**src/rtl/lut_shift_ctl.sv**
```systemverilog
// Serial-load controller and two-port round-robin lookup arbiter for the 8-cell shift-register LUT element.
// Optional LUT_SHADOW_READ_EN: answer lookups from the shadow word while a new table is being shifted in.
module lut_shift_ctl #(
   parameter int SEL_W = 3
) (
   input  logic                  clk,
   input  logic                  rst_n,
   input  logic                  cfg_valid,
   output logic                  cfg_ready,
   input  logic [2**SEL_W-1:0]   cfg_data,
   output logic                  loaded,
   output logic                  sr_enable,
   output logic                  sr_s,
   output logic [SEL_W-1:0]      sr_abc,
   input  logic                  sr_z,
   input  logic                  req0_valid,
   input  logic [SEL_W-1:0]      req0_sel,
   output logic                  req0_ready,
   input  logic                  req1_valid,
   input  logic [SEL_W-1:0]      req1_sel,
   output logic                  req1_ready,
   output logic                  resp0_valid,
   output logic                  resp0_data,
   output logic                  resp1_valid,
   output logic                  resp1_data
);

   typedef enum logic [1:0] {EMPTY, LOAD, READY} state_t;

   state_t               state;
   logic [2**SEL_W-1:0]  shadow;
   logic [SEL_W-1:0]     cnt;
   logic                 ptr;
   logic                 grant_en;
   logic                 gnt0;
   logic                 gnt1;
   logic                 rd0;
   logic                 rd1;

   assign cfg_ready = (state != LOAD);
   assign loaded    = (state == READY);
   assign sr_enable = (state == LOAD);
   // Highest cell first, so the first bit shifted in ends up in the top cell.
   assign sr_s      = (state == LOAD) & shadow[~cnt];

`ifdef LUT_SHADOW_READ_EN
   assign grant_en = (state == READY) || (state == LOAD);
`else
   assign grant_en = (state == READY);
`endif

   // ptr=1 means req1 wins a tie; it always points away from the last winner.
   assign gnt0       = grant_en & req0_valid & (~req1_valid | ~ptr);
   assign gnt1       = grant_en & req1_valid & (~req0_valid |  ptr);
   assign req0_ready = gnt0;
   assign req1_ready = gnt1;

   always_comb begin
      sr_abc = '0;
      if (state == READY) begin
         if (gnt0)
            sr_abc = req0_sel;
         else if (gnt1)
            sr_abc = req1_sel;
      end
   end

   always_comb begin
      rd0 = sr_z;
      rd1 = sr_z;
`ifdef LUT_SHADOW_READ_EN
      if (state == LOAD) begin
         rd0 = shadow[req0_sel];
         rd1 = shadow[req1_sel];
      end
`endif
   end

   always_ff @(posedge clk or negedge rst_n) begin
      if (!rst_n) begin
         state       <= EMPTY;
         shadow      <= '0;
         cnt         <= '0;
         ptr         <= 1'b0;
         resp0_valid <= 1'b0;
         resp0_data  <= 1'b0;
         resp1_valid <= 1'b0;
         resp1_data  <= 1'b0;
      end else begin
         resp0_valid <= gnt0;
         resp1_valid <= gnt1;
         if (gnt0)
            resp0_data <= rd0;
         if (gnt1)
            resp1_data <= rd1;
         if (gnt0)
            ptr <= 1'b1;
         else if (gnt1)
            ptr <= 1'b0;

         case (state)
            EMPTY, READY: begin
               if (cfg_valid) begin
                  shadow <= cfg_data;
                  cnt    <= '0;
                  state  <= LOAD;
               end
            end
            LOAD: begin
               cnt <= cnt + 1'b1;
               if (cnt == '1)
                  state <= READY;
            end
            default: state <= EMPTY;
         endcase
      end
   end

endmodule

```
**config.mk**
```make
export PLATFORM = sky130hd
export DESIGN_NAME = lut_shift_ctl
export DESIGN_NICKNAME = d
export VERILOG_FILES = /design/src/rtl/lut_shift_ctl.sv
export SDC_FILE = /design/constraint.sdc
export NUM_CORES = 1
export LEC_CHECK = 0
export CAP_MARGIN = 10
export CORE_AREA = 2 2 49 51
export CTS_BUF_LIST = sky130_fd_sc_hd__clkbuf_8
export DETAILED_ROUTE_END_ITERATION = 16
export DIE_AREA = 0 0 51 53
export PLACE_DENSITY = 0.83
export SLEW_MARGIN = 5
export SYNTH_ARGS = -nofsm -noshare
export SYNTH_HDL_FRONTEND = slang
export SYNTH_SLANG_ARGS = --single-unit
```
**constraint.sdc**
```tcl
create_clock -name clk -period 1.3 [get_ports clk]
set_input_delay 0.26 -clock clk [delete_from_list [all_inputs] [get_ports clk]]
set_output_delay 0.26 -clock clk [all_outputs]
set_load 0.005 [all_outputs]
```
* Yosys cells after proc, flatten, opt, wreduce, memory -nomap -nowiden
Cells that the tools add are included.
Word-level totals: output and inout bits 13, bits in writable memories 0, flip-flop bits (word level) 18, latch bits 0, word-level logic and storage cells 46, ROM bits 0, input port bits 20, memories kept 0
Cells by class: shifts and indexed selects 0, add/subtract/negate cells 1, order comparisons 1, multiplexer cells 12, $mul 0, bitwise logic cells 11, reductions and logical operators 7, eq/ne operators 6, div/mod/pow operators 0
Operator list (number):
- 3-bit two-way mux | 4
- 3-bit one-hot mux with 2 select lines | 1
- 2-bit AND reduction | 3
- 1-bit AND | 5
- 3-bit by 4-bit < comparator with 1-bit output, second input constant | 1
- 2-bit two-way mux | 2
- 2-bit by 1-bit inequality test with 1-bit output, second input constant | 2
- 2-bit one-hot mux with 2 select lines | 1
- 2-bit nonzero test | 2
- 3-bit by 1-bit adder with 3-bit output, second input constant | 1
- 1-bit binary-select mux with 3-bit select | 1
- 3-bit equality test, second input constant | 1
- 1-bit two-way mux | 3
- 1-bit NOT | 3
- 3-bit NOT | 1
- 2-bit by 1-bit equality test with 1-bit output, second input constant | 1
- 2-bit equality test, second input constant | 1
- 2-bit logical NOT | 1
- 2-bit inequality test, second input constant | 1
- 1-bit OR | 2
- 2-bit OR reduction | 1

* Logic depth before layout (Yosys ltp)
depth after elaboration 6, gate-level depth with buffers 4, depth with buffers taken out 4

* Worst setup path before layout
OpenSTA, ideal clock, no wires.
kind reg2out, start point reg cnt[1], end point out sr_s, buffers on the path 0, stages on the path, launching flop included 4, arrival time 1.093 ns, slack -0.053 ns, required time 1.040 ns, path through dfrtp_1 -> mux4_2 -> nor2_1 -> nor4_2
Between the ends: longest elaborated chain between the ends 4
Ends and longest elaborated chain:
- from (decl) | line 32 | logic [SEL_W-1:0] cnt;
- from (signal assigned) | line 110 | cnt <= cnt + 1'b1;
- 3-bit NOT | line 44 | assign sr_s = (state == LOAD) & shadow[~cnt];
- 1-bit binary-select mux with 3-bit select | line 44
- 1-bit two-way mux (implied by the code) | line 44
- 1-bit AND | line 44
- to (decl) | line 13 | output logic sr_s,
No other way between the ends. The select of a mux whose other input is x is not followed.

* Worst setup path in the final report
Same ends and word-level chain as after synthesis.

==> results.md <==
- After layout, the worst setup slack is -474.1 ps.
- The wire length of the first global-routing pass is 3.850 mm.
- The slack of the worst reg-to-reg path is -170 ps.
- By startpoint and endpoint, the worst setup path is classified as flip-flop to primary output.
- The initialized floorplan defines 17 standard-cell rows.
- TritonCTS built the clock tree.
- The via count of the first global-routing pass is 784.
- The min-delay analysis places its worst path in the category primary input to asynchronous set/reset pin.
- Along the worst path, the maximum fanout reaches 3.
- The count of synthesis-stage warnings from yosys is 0.
- In this run the critical register-to-register path is captured at cnt[2].
- At the later pin of the worst-skew pair, clock insertion delay measures roughly 250 ps.
- For this block, the via count after detailed routing is about 760.
- For this run, design rule violations remaining after detail routing come to 0.
- Synthesis produced a netlist whose cell count is slightly above 60.
- The initial standard-cell utilization of the core is a little under two fifths.
- The reported leakage power is between 0.0007 and 0.0008 µW.
- The clock-pin slew on the worst setup and hold paths is roughly 70 ps.
- The cell area after placement is 1290 µm².
- The worst-margin pin slew is 289.7 ps.
- The worst path uses 136.5% of the clock period.
- Synthesis produced a netlist with a net count of 84.
- For the worst setup path, the data required time is around 1000 ps.
- The total clock buffers created by CTS is 3.
- The area growth from synthesis to layout is 94.81%.
- The per-cell via count in the routed design is slightly below 5.
- The area of the multi-input gates is around 500 µm².
- The flop and latch count out of synthesis is 18.
- For this run, the slowest stage of the critical path takes roughly 440 ps.
- The library cells used most frequently in the layout, excluding fill and tap cells, are sky130_fd_sc_hd__buf_6 (17), sky130_fd_sc_hd__dfrtp_1 (17), sky130_fd_sc_hd__clkdlybuf4s50_1 (17), sky130_fd_sc_hd__buf_4 (15), sky130_fd_sc_hd__mux2_4 (10).
- The critical path goes through buf_4, mux2i_1, and3_1, nor4_2, buf_2.
- The full die area is 2703 µm².
- In the global route stage, met1 resource usage came out at between 20% and 30%.
- Setup repair after global routing could not meet its margin everywhere.
- The number of input and output port buffers inserted is 32.
- Summing the sequential cell areas from Yosys gives 54.96% of the chip area.
- In this run, post-CTS hold repair placed 0 buffers.
- The worst-case IR drop observed on VDD is between 1.5 and 2 mV.
- The max-slew violation count is 0.
- The power density over cell area is between 2000 and 2500 nW/µm².
- After the first detailed-routing iteration, the DRC count stood at 7.
- The data arrival at the endpoint of the critical path is about 1500 ps.
- The most used routing layer in global routing is met2.
- Entering global routing, the biggest net connects 19 pins.
- The setup-violating endpoint count in the final report is 23.
- The number of distinct standard cells referenced by the synthesized netlist is 25.
- The floorplan die width is between 50 and 60 µm.
- The final RePlAce weighted congestion is about 0.72.
- The HPWL after detailed placement is between 1.5 and 2 mm.
- The post-route standard cell area excluding fillers is between 1500 and 2000 µm².
- Fill cells in the final layout number 126.
- For this run, the share of the core covered by cells in the final layout is 74.32%.
- The number of buffers on the longest clock path is 2.
- The antenna diode instance count is 0.
- The clock root buffer master is sky130_fd_sc_hd__clkbuf_8.
- The global routing usage on met2 is between 30% and 40%.
- A synthesized cell averages 13.22 µm².
- The clock net in this run drives a total of 18 sinks.
- The mean routed wirelength per cell is 17.89 µm.
- Global routing used between 5 and 6% of the available met3 tracks.
- The number of antenna violations at the first check in global routing came to 0.
- The flow ran to the end, but the final reports show violations.
- The area of the core is 2148 µm².
- The post-detailed-route count of antenna-violating nets is 0.
- The post-layout minimum cycle time is 1774 ps.
- Global routing finished with a remaining overflow of 0.
- The critical register-to-register path startpoint is cnt[1].
- The register area is 451.7 µm².
- The checks that failed: negative setup slack.
- The summed instance area of the synthesized netlist is 819.5 µm².
- The wire length after detailed routing is about 2.7 mm.
- The worst pin sits at a relative slew slack of 80.64%.
- The fraction of layout instances using a drive strength above 1 is 59.68%.
- The tool flagged a number of max-cap violations equal to 0.
- The maximum clock frequency is between 500 and 600 MHz.
- In this design, the largest share of critical-path delay is due to flip-flops.
- The endpoint class of the critical path is a primary output.
- The maximum level of the CTS H-tree is 1.
- The worst setup path is launched from a flip-flop.
- For the final database, setup skew stands at 0.9372 ps.
- For this design the top-level I/O count stands at 33.
- For the worst flop-to-flop path, the logic depth is 5.
- The die is ~53 µm tall.
- The number of buffers and inverters on the critical path is 2.
- The total track usage is between 20% and 30%.
- The number of nets in the layout is roughly 150.
- The total count of hold-check failures in the final report is 0.
- The number of detailed-route iterations in the first pass is 4.
- The library cell contributing the largest single delay on the critical path is sky130_fd_sc_hd__dfrtp_2.
## worst max-delay path by stage
stage / startpoint / endpoint / slack (ps) / cells past startpoint
floorplan: cnt[1] / sr_s / -40 / 3
global placement: req0_valid / sr_abc[2] / -620 / 5
detailed placement: req0_valid / sr_abc[2] / -720 / 5
CTS: cnt[1] / sr_s / -480 / 4
global route: cnt[1] / sr_s / -530 / 5
finish: cnt[1] / sr_s / -470 / 5
## per-stage QoR
step,hold WS [ps],instances,setup WS [ps],power (µW),setup TNS [ps]
2_1_floorplan,-35.59,62,-43.38,1557,-43.38
6_report,330.5,152,-474.1,3238,-2774
3_5_place_dp,479.6,136,-722.2,2169,-8249
3_3_place_gp,467.9,136,-623.1,2099,-7229
4_1_cts,342.1,149,-476.2,3015,-3051
5_1_grt,343.0,152,-526.6,3408,-3637
## cell type report
cell class | count | share of cell area (%)
Multi-Input combinational cell | 41 | 31.03
Tap cell | 28 | 2.194
Clock buffer | 4 | 3.448
Timing Repair Buffer | 59 | 34.25
Sequential cell | 18 | 28.29
Inverter | 2 | 0.7837
## power breakdown
part           internal (µW)  switching, µW  leakage, µW
Sequential               799            192     0.000221
Combinational           1140            648     0.000512
Clock                    269            187    0.0000288
Total                   2210           1030     0.000762
## state kept, by name, summed over array words and instances, names as in the netlist
register     count
shadow           8
ptr              1
resp1_data       1
cnt              3
state            2
resp1_valid      1
resp0_data       1
resp0_valid      1
## repair_timing
item / CTS / global route
setup buffers: 8 / 4
gates cloned: 1 / 0
pin swaps: 8 / 6
gates resized for setup: 81 / 16
setup endpoints to repair: 17 / 25
## logic make-up (layout without fill, tap and decap cells)
group                      after synthesis  after routing  synth area share [%]
and+or+nand+nor                         15             15                 10.84
muxes                                   14             14                 20.46
buffers and inverters                    3             65                 1.525
AOI/OAI and AO/OA                       10             10                 9.161
DFF                                     18             18                 54.96
adders and majority gates                2              2                 3.053
## per-layer routing
layer	vias up	share of wire, %
li1	349	-
met2	25	53
met4	0	2.0
met5	-	0
met3	6	3.5
met1	376	42
## cells in the mapped netlist (all sizes together)
master	count	share of area [%]
o21ai	1	0.61
a21boi	1	0.92
ha	2	3.1
and3	2	1.5
nor4	1	1.5
buf	1	0.61
nor3b	1	0.92
o21bai	1	0.92
a21oi	1	0.61
nor2b	1	0.76
a31oi	1	0.76
nand2b	3	2.6
a22o	2	2.1
a32oi	3	3.2
nor2	5	2.3
dfrtp	18	55
nand2	1	0.46
mux2i	1	1.2
inv	2	0.92
mux4	1	2.7
mux2	12	16
and2	1	0.76
Note: power is estimated with default switching activity, not from simulation.
